<file path="src/rtl/fpalu_pkg.sv">
// fpalu_pkg: definitions shared by the FPALU, its scheduler and the requesters.
//   - FPALU opcode constants (OP_ADD..OP_SQRT)
//   - lat_of(op): cycles the FPALU needs before its result is valid
//   - flag bit positions of the 5-bit FPALU flag vector
//   - scheduler state encoding
package fpalu_pkg;

  localparam logic [3:0] OP_ADD  = 4'h0;
  localparam logic [3:0] OP_SUB  = 4'h1;
  localparam logic [3:0] OP_MUL  = 4'h2;
  localparam logic [3:0] OP_DIV  = 4'h3;
  localparam logic [3:0] OP_SQRT = 4'h4;

  localparam int MAX_LAT = 16;

  localparam int FLAG_ZERO      = 0;
  localparam int FLAG_OVERFLOW  = 1;
  localparam int FLAG_UNDERFLOW = 2;
  localparam int FLAG_COMP      = 3;
  localparam int FLAG_NAN       = 4;

  typedef enum logic [1:0] {
    IDLE = 2'd0,
    EXEC = 2'd1,
    DONE = 2'd2
  } state_e;

  // Reserved/unknown opcodes finish in a single cycle.
  function automatic logic [4:0] lat_of(input logic [3:0] op);
    logic [4:0] lat;
    case (op)
      OP_ADD:  lat = 5'd7;
      OP_SUB:  lat = 5'd7;
      OP_MUL:  lat = 5'd5;
      OP_DIV:  lat = 5'd6;
      OP_SQRT: lat = 5'd16;
      default: lat = 5'd1;
    endcase
    return lat;
  endfunction

endpackage

</file>
<file path="src/rtl/fpalu_sched_if.sv">
// fpalu_sched_if: requester-side bundle of the FPALU scheduler.
//   ireq[1:0]            request levels, held until the matching odone bit
//   icontrolN/idataaN/idatabN  opcode and operands of requester N
//   odone[1:0]           one-cycle completion pulse to the served requester
//   oresult/oflags       last captured result and flags (shared)
//   obusy                scheduler not idle
// master = requesters, slave = scheduler.
interface fpalu_sched_if;
  logic [1:0]  ireq;
  logic [3:0]  icontrol0;
  logic [3:0]  icontrol1;
  logic [31:0] idataa0;
  logic [31:0] idataa1;
  logic [31:0] idatab0;
  logic [31:0] idatab1;
  logic [1:0]  odone;
  logic [31:0] oresult;
  logic [4:0]  oflags;
  logic        obusy;

  modport master (
    output ireq, icontrol0, icontrol1, idataa0, idataa1, idatab0, idatab1,
    input  odone, oresult, oflags, obusy
  );

  modport slave (
    input  ireq, icontrol0, icontrol1, idataa0, idataa1, idatab0, idatab1,
    output odone, oresult, oflags, obusy
  );
endinterface

</file>
<file path="src/rtl/fpalu_rr_arb2.sv">
// fpalu_rr_arb2: combinational two-way round-robin pick.
//   req[1:0]    request levels
//   last_grant  index granted last time
//   gnt_idx     chosen requester
//   gnt_valid   at least one request present
module fpalu_rr_arb2 (
  input  logic [1:0] req,
  input  logic       last_grant,
  output logic       gnt_idx,
  output logic       gnt_valid
);

  // Lone requester wins outright; on a tie the one not served last wins.
  always_comb begin
    gnt_valid = |req;
    case (req)
      2'b01:   gnt_idx = 1'b0;
      2'b10:   gnt_idx = 1'b1;
      2'b11:   gnt_idx = ~last_grant;
      default: gnt_idx = 1'b0;
    endcase
  end

endmodule

</file>
<file path="src/rtl/fpalu_sched.sv">
// fpalu_sched: shares one FPALU between two requesters.
//   iclock, ireset_n     clock, asynchronous active-low reset
//   bus (slave)          requester bundle (ireq/icontrol/idata in, odone/oresult/oflags/obusy out)
//   ofpu_control/dataa/datab  operands held stable on the FPALU for the whole operation
//   ifpu_result/flags    FPALU outputs, captured once the opcode latency has elapsed
// Every output is a flop; requester inputs are only looked at while IDLE.
module fpalu_sched #(
  parameter int LAT_W = 5
) (
  input  logic          iclock,
  input  logic          ireset_n,
  fpalu_sched_if.slave  bus,
  output logic [3:0]    ofpu_control,
  output logic [31:0]   ofpu_dataa,
  output logic [31:0]   ofpu_datab,
  input  logic [31:0]   ifpu_result,
  input  logic [4:0]    ifpu_flags
);
  import fpalu_pkg::*;

  state_e             state_q, state_d;
  logic [LAT_W-1:0]   cnt_q, cnt_d;
  logic               winner_q, winner_d;
  logic               last_grant_q, last_grant_d;
  logic [3:0]         ctl_q, ctl_d;
  logic [31:0]        dataa_q, dataa_d;
  logic [31:0]        datab_q, datab_d;
  logic [31:0]        result_q, result_d;
  logic [4:0]         flags_q, flags_d;
  logic [1:0]         odone_q, odone_d;
  logic               obusy_q, obusy_d;

  logic               gnt_idx_s;
  logic               gnt_valid_s;
  logic [3:0]         sel_ctl_s;

  fpalu_rr_arb2 u_arb (
    .req        (bus.ireq),
    .last_grant (last_grant_q),
    .gnt_idx    (gnt_idx_s),
    .gnt_valid  (gnt_valid_s)
  );

  assign sel_ctl_s = gnt_idx_s ? bus.icontrol1 : bus.icontrol0;

  // Next-state, latency counter and capture logic.
  always_comb begin
    state_d      = state_q;
    cnt_d        = cnt_q;
    winner_d     = winner_q;
    last_grant_d = last_grant_q;
    ctl_d        = ctl_q;
    dataa_d      = dataa_q;
    datab_d      = datab_q;
    result_d     = result_q;
    flags_d      = flags_q;
    odone_d      = 2'b00;
    case (state_q)
      IDLE: begin
        if (gnt_valid_s) begin
          state_d      = EXEC;
          winner_d     = gnt_idx_s;
          last_grant_d = gnt_idx_s;
          ctl_d        = sel_ctl_s;
          dataa_d      = gnt_idx_s ? bus.idataa1 : bus.idataa0;
          datab_d      = gnt_idx_s ? bus.idatab1 : bus.idatab0;
          // Counter expires L cycles after this edge, so it starts at L-1.
          cnt_d        = LAT_W'(lat_of(sel_ctl_s) - 5'd1);
        end else begin
          state_d = IDLE;
        end
      end
      EXEC: begin
        if (cnt_q == '0) begin
          state_d  = DONE;
          result_d = ifpu_result;
          flags_d  = ifpu_flags;
          odone_d  = winner_q ? 2'b10 : 2'b01;
        end else begin
          cnt_d = cnt_q - LAT_W'(1);
        end
      end
      DONE:    state_d = IDLE;
      default: state_d = IDLE;
    endcase
    obusy_d = (state_d != IDLE);
  end

  // State and output registers.
  always_ff @(posedge iclock or negedge ireset_n) begin
    if (!ireset_n) begin
      state_q      <= IDLE;
      cnt_q        <= '0;
      winner_q     <= 1'b0;
      last_grant_q <= 1'b1;
      ctl_q        <= 4'h0;
      dataa_q      <= 32'h0;
      datab_q      <= 32'h0;
      result_q     <= 32'h0;
      flags_q      <= 5'h0;
      odone_q      <= 2'b00;
      obusy_q      <= 1'b0;
    end else begin
      state_q      <= state_d;
      cnt_q        <= cnt_d;
      winner_q     <= winner_d;
      last_grant_q <= last_grant_d;
      ctl_q        <= ctl_d;
      dataa_q      <= dataa_d;
      datab_q      <= datab_d;
      result_q     <= result_d;
      flags_q      <= flags_d;
      odone_q      <= odone_d;
      obusy_q      <= obusy_d;
    end
  end

  assign ofpu_control = ctl_q;
  assign ofpu_dataa   = dataa_q;
  assign ofpu_datab   = datab_q;
  assign bus.odone    = odone_q;
  assign bus.oresult  = result_q;
  assign bus.oflags   = flags_q;
  assign bus.obusy    = obusy_q;

endmodule

</file>
<file path="src/flat_wrapper.sv">
// flat-port wrapper written by rule: the top's interface ports become plain ports
module fpalu_sched_flat import fpalu_pkg::*;
#(
  parameter int LAT_W = 5
)
  (iclock, ireset_n, ofpu_control, ofpu_dataa, ofpu_datab, ifpu_result, ifpu_flags, bus_ireq, bus_icontrol0, bus_icontrol1, bus_idataa0, bus_idataa1, bus_idatab0, bus_idatab1, bus_odone, bus_oresult, bus_oflags, bus_obusy);
  fpalu_sched_if bus_i ();
  input  logic iclock;
  input  logic ireset_n;
  output logic [3:0] ofpu_control;
  output logic [31:0] ofpu_dataa;
  output logic [31:0] ofpu_datab;
  input  logic [31:0] ifpu_result;
  input  logic [4:0] ifpu_flags;
  input wire logic [$bits(bus_i.ireq)-1:0] bus_ireq;
  input wire logic [$bits(bus_i.icontrol0)-1:0] bus_icontrol0;
  input wire logic [$bits(bus_i.icontrol1)-1:0] bus_icontrol1;
  input wire logic [$bits(bus_i.idataa0)-1:0] bus_idataa0;
  input wire logic [$bits(bus_i.idataa1)-1:0] bus_idataa1;
  input wire logic [$bits(bus_i.idatab0)-1:0] bus_idatab0;
  input wire logic [$bits(bus_i.idatab1)-1:0] bus_idatab1;
  output wire logic [$bits(bus_i.odone)-1:0] bus_odone;
  output wire logic [$bits(bus_i.oresult)-1:0] bus_oresult;
  output wire logic [$bits(bus_i.oflags)-1:0] bus_oflags;
  output wire logic [$bits(bus_i.obusy)-1:0] bus_obusy;
  assign bus_i.ireq = bus_ireq;
  assign bus_i.icontrol0 = bus_icontrol0;
  assign bus_i.icontrol1 = bus_icontrol1;
  assign bus_i.idataa0 = bus_idataa0;
  assign bus_i.idataa1 = bus_idataa1;
  assign bus_i.idatab0 = bus_idatab0;
  assign bus_i.idatab1 = bus_idatab1;
  assign bus_odone = bus_i.odone;
  assign bus_oresult = bus_i.oresult;
  assign bus_oflags = bus_i.oflags;
  assign bus_obusy = bus_i.obusy;
  fpalu_sched #(.LAT_W(LAT_W)) u_core (.iclock(iclock), .ireset_n(ireset_n), .bus(bus_i), .ofpu_control(ofpu_control), .ofpu_dataa(ofpu_dataa), .ofpu_datab(ofpu_datab), .ifpu_result(ifpu_result), .ifpu_flags(ifpu_flags));
endmodule
</file>
<file path="config.mk">
export PLATFORM = sky130hd
export DESIGN_NAME = fpalu_sched_flat
export DESIGN_NICKNAME = d
export VERILOG_FILES = /design/src/rtl/fpalu_pkg.sv /design/src/rtl/fpalu_sched_if.sv /design/src/rtl/fpalu_rr_arb2.sv /design/src/rtl/fpalu_sched.sv /design/src/flat_wrapper.sv
export SDC_FILE = /design/constraint.sdc
export NUM_CORES = 1
export LEC_CHECK = 0
export CAP_MARGIN = 20
export CORE_MARGIN = 3
export CORE_UTILIZATION = 30
export CTS_CLUSTER_SIZE = 14
export DETAILED_ROUTE_END_ITERATION = 8
export PLACE_DENSITY = 0.65
export SYNTH_ARGS = -nofsm -noshare
export SYNTH_HDL_FRONTEND = slang
export SYNTH_HIERARCHICAL = 1
export SYNTH_SLANG_ARGS = --single-unit
</file>
<file path="constraint.sdc">
create_clock -name iclock -period 5.4 [get_ports iclock]
set_input_delay 1.08 -clock iclock [delete_from_list [all_inputs] [get_ports iclock]]
set_output_delay 1.08 -clock iclock [all_outputs]
set_load 0.02 [all_outputs]
</file>
After elaboration in Yosys (flattened, before gate mapping):

Cells that the tools add are included.

* $lt $le $gt $ge: 0
* add/sub/neg operators: 2
* multipliers: 0
* multiplexer cells: 16
* shift-type cells: 0
* bitwise gates (word level): 1
* div/mod/pow operators: 0
* reductions and logical operators: 10
* eq/ne operators: 9

Operators with widths (number)
* $mux 32: 2
* $mux 5: 4
* $pmux 5 s4: 1
* $pmux 5 s2: 1
* $sub 5x1->5 const B: 2
* $eq 4x2->1 const B: 2
* $mux 2: 4
* $logic_not 5->1: 1
* $eq 2x2->1 const B: 2
* $eq 4x1->1 const B: 1
* $eq 4x3->1 const B: 1
* $logic_not 4->1: 1
* $mux 4: 1
* $pmux 2 s2: 1
* $reduce_and 2->1: 2
* $reduce_bool 2->1: 2
* $reduce_or 2->1: 2
* $reduce_and 3->1: 1
* $eq 2x1->1 const B: 1
* $logic_not 2->1: 1
* $ne 2x1->1 const B: 1
* $ne 2x2->1 const B: 1
* $pmux 1 s2: 1
* $mux 1: 1
* $not 1->1: 1

* memory bits (read-only): 0
* bits in latches: 0
* register bits after elaboration: 117
* memory bits (writable): 0
* memories: 0
* word-level logic and storage cells: 49
* output and inout port bits: 108

Logic depth before layout (Yosys ltp):

* depth after elaboration: 11
* gate-level depth with buffers: 11
* gate-level depth less buffers: 10

Hierarchy:

Netlist, hierarchy kept.

By module, submodules not included
* fpalu_sched: seq. area each 2929.1 sq um, instances 1, cells an instance 436, area an instance 5059.9 sq um
* fpalu_rr_arb2: seq. area each 0.0 sq um, instances 1, cells an instance 2, area an instance 13.8 sq um

Worst setup path after synthesis:

No wires, ideal clock.

* path kind: input to register
* start: input port bus_ireq[1]
* end: register u_core.cnt_q[4]
* cell stages on the path: 11
* path slack: 2.345 ns
* buffers on the path: 1
* required time: 5.323 ns
* arrival time: 2.977 ns
* path through: a21boi_1 -> buf_6 -> mux2_4 -> or3_1 -> a21oi_1 -> or2_1 -> ha_1 -> o21ai_0 -> o22ai_1 -> o2bb2ai_1 -> a21oi_1

* longest elaborated chain between the ends: 11

Ends and longest elaborated chain
* start, declared: RTL line flat_wrapper.sv:15 `input wire logic [$bits(bus_i.ireq)-1:0] bus_ireq;`
* $eq 2x2->1: RTL line fpalu_rr_arb2.sv:16 `case (req)`
* $pmux 1 s2: RTL line fpalu_rr_arb2.sv:16
* $mux 4: RTL line fpalu_sched.sv:44 `assign sel_ctl_s = gnt_idx_s ? bus.icontrol1 : bus.icontrol0;`
* $eq 4x1->1 or $logic_not 4->1 (tied branches): RTL line fpalu_pkg.sv:31 `case (op)`
* $reduce_or 2->1 (no source line)
* $pmux 5 s4: RTL line fpalu_pkg.sv:31
* $mux 5: RTL line fpalu_sched.sv:60 `if (gnt_valid_s) begin`
* $mux 5: RTL line fpalu_sched.sv:58 `case (state_q)`
* $sub 5x1->5: RTL line fpalu_sched.sv:68 `cnt_d = LAT_W'(lat_of(sel_ctl_s) - 5'd1);`
* $mux 5: RTL line fpalu_sched.sv:60
* $pmux 5 s2: RTL line fpalu_sched.sv:58
* end signal, assigned: RTL line fpalu_sched.sv:105 `cnt_q <= cnt_d;`
* end, declared: RTL line fpalu_sched.sv:22 `logic [LAT_W-1:0] cnt_q, cnt_d;`

Parallel ways exist; a longest one is shown, timed or not. The select of a mux whose other input is x is not followed.
A chain may end at the register's enable or synchronous reset.

Final worst setup path:

* start: input port bus_ireq[1]
* end: register u_core.cnt_q[4]

* longest elaborated chain between the ends: 11

Ends and longest elaborated chain
* $eq 2x2->1: RTL line fpalu_rr_arb2.sv:16
* $pmux 1 s2 (*): RTL line fpalu_rr_arb2.sv:16
* named net u_core.gnt_idx_s: RTL line fpalu_sched.sv:33 `logic gnt_idx_s;`
* $mux 4 (*): RTL line fpalu_sched.sv:44
* $eq 4x1->1 or $logic_not 4->1 (tied branches): RTL line fpalu_pkg.sv:31
* $reduce_or 2->1 (no source line)
* $pmux 5 s4 (*): RTL line fpalu_pkg.sv:31
* $mux 5 (*): RTL line fpalu_sched.sv:60
* $mux 5 (*): RTL line fpalu_sched.sv:58
* $sub 5x1->5 (*): RTL line fpalu_sched.sv:68
* $mux 5 (*): RTL line fpalu_sched.sv:60
* $pmux 5 s2 (*): RTL line fpalu_sched.sv:58

Mark *: on every way through the listed nets, which the timed path passes. The rest lies on a longest branch. The select of a mux whose other input is x is not followed.

==> metrics.md <==
| Metric | Value |
|---|---|
| Max cap viols | 0 |
| R2R Setup Slk | 2.62 ns |
| Origin of the worst min-delay path | u_core/winner_q |
| FP Rows | 46 |
| Clk_skew | 0.006565 ns |
| PortBufs | 284 |
| P per Cell Area | 584.5 mW/mm^2 |
| Critical path's slowest cell | clkdlybuf4s50_1 |
| GR Overflow Total | 0 |
| Worst-Margin Slew | 0.8349 ns |
| Met2 Resource Use GR | 0.2738 |
| CTS resizes | 0 |
| Vias in the first global route | 4,539 |
| Main synth FF type | dfrtp_1 |
| Max Clock Freq | 278.8 MHz |
| Tot GR Track Use | 0.1608 |
| RR Startpoint | u_core/last_grant_q |
| Fin util | 0.5361 |
| Synthesized area | 0.005074 sq mm |
| Most frequent cells after synthesis | dfrtp_1, nor2_1, a21oi_1 |
| Die ar. | 0.01851 sq mm |
| Setup crit end kind | flip-flop |
| Final nets | 896 |
| Placed cell area | 0.008104 sq mm |
| WL/cell | 15.96 microns |
| Cells after Synth | 438 |
| Max-slew violation count | 0 |
| Detailed Place HPWL | 11,300 microns |
| Die Y | 136.0 microns |
| Post-synth EDFFs | 0 |
| First DRT Iteration DRCs | 138 |
| RSZ-0062 raised after global routing | no |
| Cell-by-cell trace of the critical path | clkdlybuf4s50_1, a21boi_4, buf_4, mux2_4, or3_1, a21oi_1, or2_1, ha_1, o21ai_0, o22ai_1, o2bb2ai_1, a21oi_1 |
| Initial antenna violation count | 0 |
| First-pass GRT wire length | 23,270 microns |
| Drt pass-1 iters | 4 |
| CP max stage delay | 0.48 ns |
| Critical Path RT | 5.73 ns |
| Largest net degree at the start of global routing | 72 |
| Synthesized area per cell | 11.58 sq um |
| Crit path launch | bus_ireq[1] |
| Initial Util | 0.3126 |
| M1 GR Usage | 0.1777 |
| Vias per cell | 4.521 |
| Vias after detailed routing | 4,281 |
| Area Growth Syn to Fin | 71.49% |
| Sequential area share after synthesis | 0.5773 |
| Max_slew headroom | 0.4434 |
| H-tree levels | 4 |
| # Post-CTS Setup Buffers | 0 |
| GPL Wtd Cong | 0.8024 |
| Startpoint types | input port |
| CTS Buf Count | 17 |
| CTS Buffer Depth | 2 |
| Period utilization | 0.6642 |
| Die Wd | 136.0 microns |
| VDD IR max | 0.0003017 V |
| Crit Reg-Reg Endpoint | u_core/cnt_q[4] |
| Worst Hold End | u_core/bus.odone[0] |
| WHS Path Cells | 1 |
| Cell mode on critical path | a21oi_1 |
| TNS Setup | 0 ns |
| # IOs | 285 |
| Endpoints failing setup | 0 |
| Data arrival, critical path | 3.92 ns |
| Seq cells post-synth | 117 |
| Final WL | 15,110 microns |
| Worst Path Buf+Inv | 2 |
| GR peak layer | met2 |
| Hold WC Path Type | flip-flop to flip-flop |
| Synth Warn # | 6 |
| Design Area, Final | 0.008701 sq mm |
| R2r worst-path depth | 11 |
| Final Hold Fails | 0 |
| CTS tree | done |
| Clock Pin Slew Worst Setup and Hold Paths | 0.05 ns |
| Remaining antenna violation count | 0 |
| Post-synth ARST share | 1.000 |
| Clk_lat worst skew | 0.40 ns |
| Final worst path period need | 3.587 ns |
| Yosys top cell area share | 0.5721 |
| Crit-path max FO | 20 |
| Worst hold slack | 0.4460 ns |
| Layout cells sized above 1 | 0.1108 |
| DR DRC count | 0 |
| Most common cell in the netlist | dfrtp_1 |
| Synth area leaders | dfrtp_1, mux2i_1, mux2_2 |
| # diodes | 0 |
| Post-synthesis cell type count | 34 |
| Core Region | 0.01623 sq mm |
| Post-CTS Hold Buffers | 0 |
| Syn_nets | 616 |
| Lkg Pwr | 3.609 nW |
| Crit Path Category | input port to flip-flop |
| Clock Tree Root | clkbuf_16 |
| Status | finished clean |
| Critical path's top delay family | compound AO/OA/AOI/OAI gates |
| Clock sinks | 117 |
| Largest area contributor in the netlist | dfrtp_1 |
| Met3 Usage GRT | 0.07550 |
[report_power, final]
group | internal, mW | switching, mW | total (mW)
clock | 0.715 | 0.393 | 1.11
combinational | 1.19 | 1.23 | 2.42
sequential | 1.32 | 0.237 | 1.56
[cells by family after synthesis]
| group | after synthesis | share of synthesized area |
|---|---|---|
| flip-flops | 117 | 0.5773 |
| multiplexers | 107 | 0.2217 |
| AND/OR/NAND/NOR | 95 | 0.07768 |
| AO/OA/AOI/OAI | 85 | 0.08804 |
| buffers and inverters | 32 | 0.03107 |
| XOR/XNOR | 1 | 0.001727 |
| adder cells (fa/ha/maj) | 1 | 0.002466 |
[routing by layer]
layer  wire length [microns]  up-vias
li1                        -     2093
met1                    5651     1971
met2                    7445      203
met3                    1860       14
met4                     156        0
met5                       0        -
[cells in the final DEF (no fill, tap or decap), types with 2 or more instances in the layout]
cell | Yosys | layout
mux2_2 | 37 | 37
nand2b_1 | 2 | 2
dfrtp_1 | 116 | 116
clkdlybuf4s50_1 | 0 | 283
inv_1 | 3 | 3
nor3b_2 | 1 | 2
nor2b_1 | 2 | 2
bufinv_16 | 0 | 2
clkbuf_16 | 0 | 17
o21ai_0 | 6 | 6
buf_4 | 2 | 7
nor4_1 | 2 | 2
nor2_1 | 78 | 78
a21oi_1 | 71 | 71
mux2_1 | 2 | 2
clkbuf_8 | 0 | 3
clkinv_4 | 0 | 3
nand2_1 | 4 | 4
clkinvlp_4 | 0 | 4
mux2i_1 | 67 | 67
a22oi_1 | 2 | 2
clkinv_2 | 0 | 2
or2_1 | 2 | 2
[how the worst max path moves through the flow]
stage	endpoint	cells after the start
floorplan	u_core/cnt_q[4]	11
global placement	u_core/cnt_q[4]	12
detailed placement	u_core/cnt_q[4]	12
CTS	u_core/cnt_q[4]	12
global route	u_core/cnt_q[4]	12
finish	u_core/cnt_q[4]	12
[sequential cells by signal (all words and copies together), names as in the netlist]
signal	cells
u_core/bus.obusy	1
u_core/bus.odone	2
u_core/bus.oflags	5
u_core/bus.oresult	32
u_core/cnt_q	5
u_core/last_grant_q	1
u_core/ofpu_control	4
u_core/ofpu_dataa	32
u_core/ofpu_datab	32
u_core/state_q	2
u_core/winner_q	1
[layout make-up]
cell class                 count  area (sq um)
clock buffer                  21         470.5
multi-input combinational    289          2008
sequential                   117          2929
fill                        1396          7530
inverter                       3         11.26
tap                          216         270.3
clock inverter                11         126.4
timing repair buffer         290          2885
[through the flow]
stage	power, mW	std cells	setup slack, ns
floorplan	2.842	438	2.345
global placement	3.945	915	1.513
detailed placement	4.012	915	1.397
CTS	5.164	947	1.823
global route	5.422	947	1.587
finish	5.086	947	1.813
(Power assumes the default switching activity.)
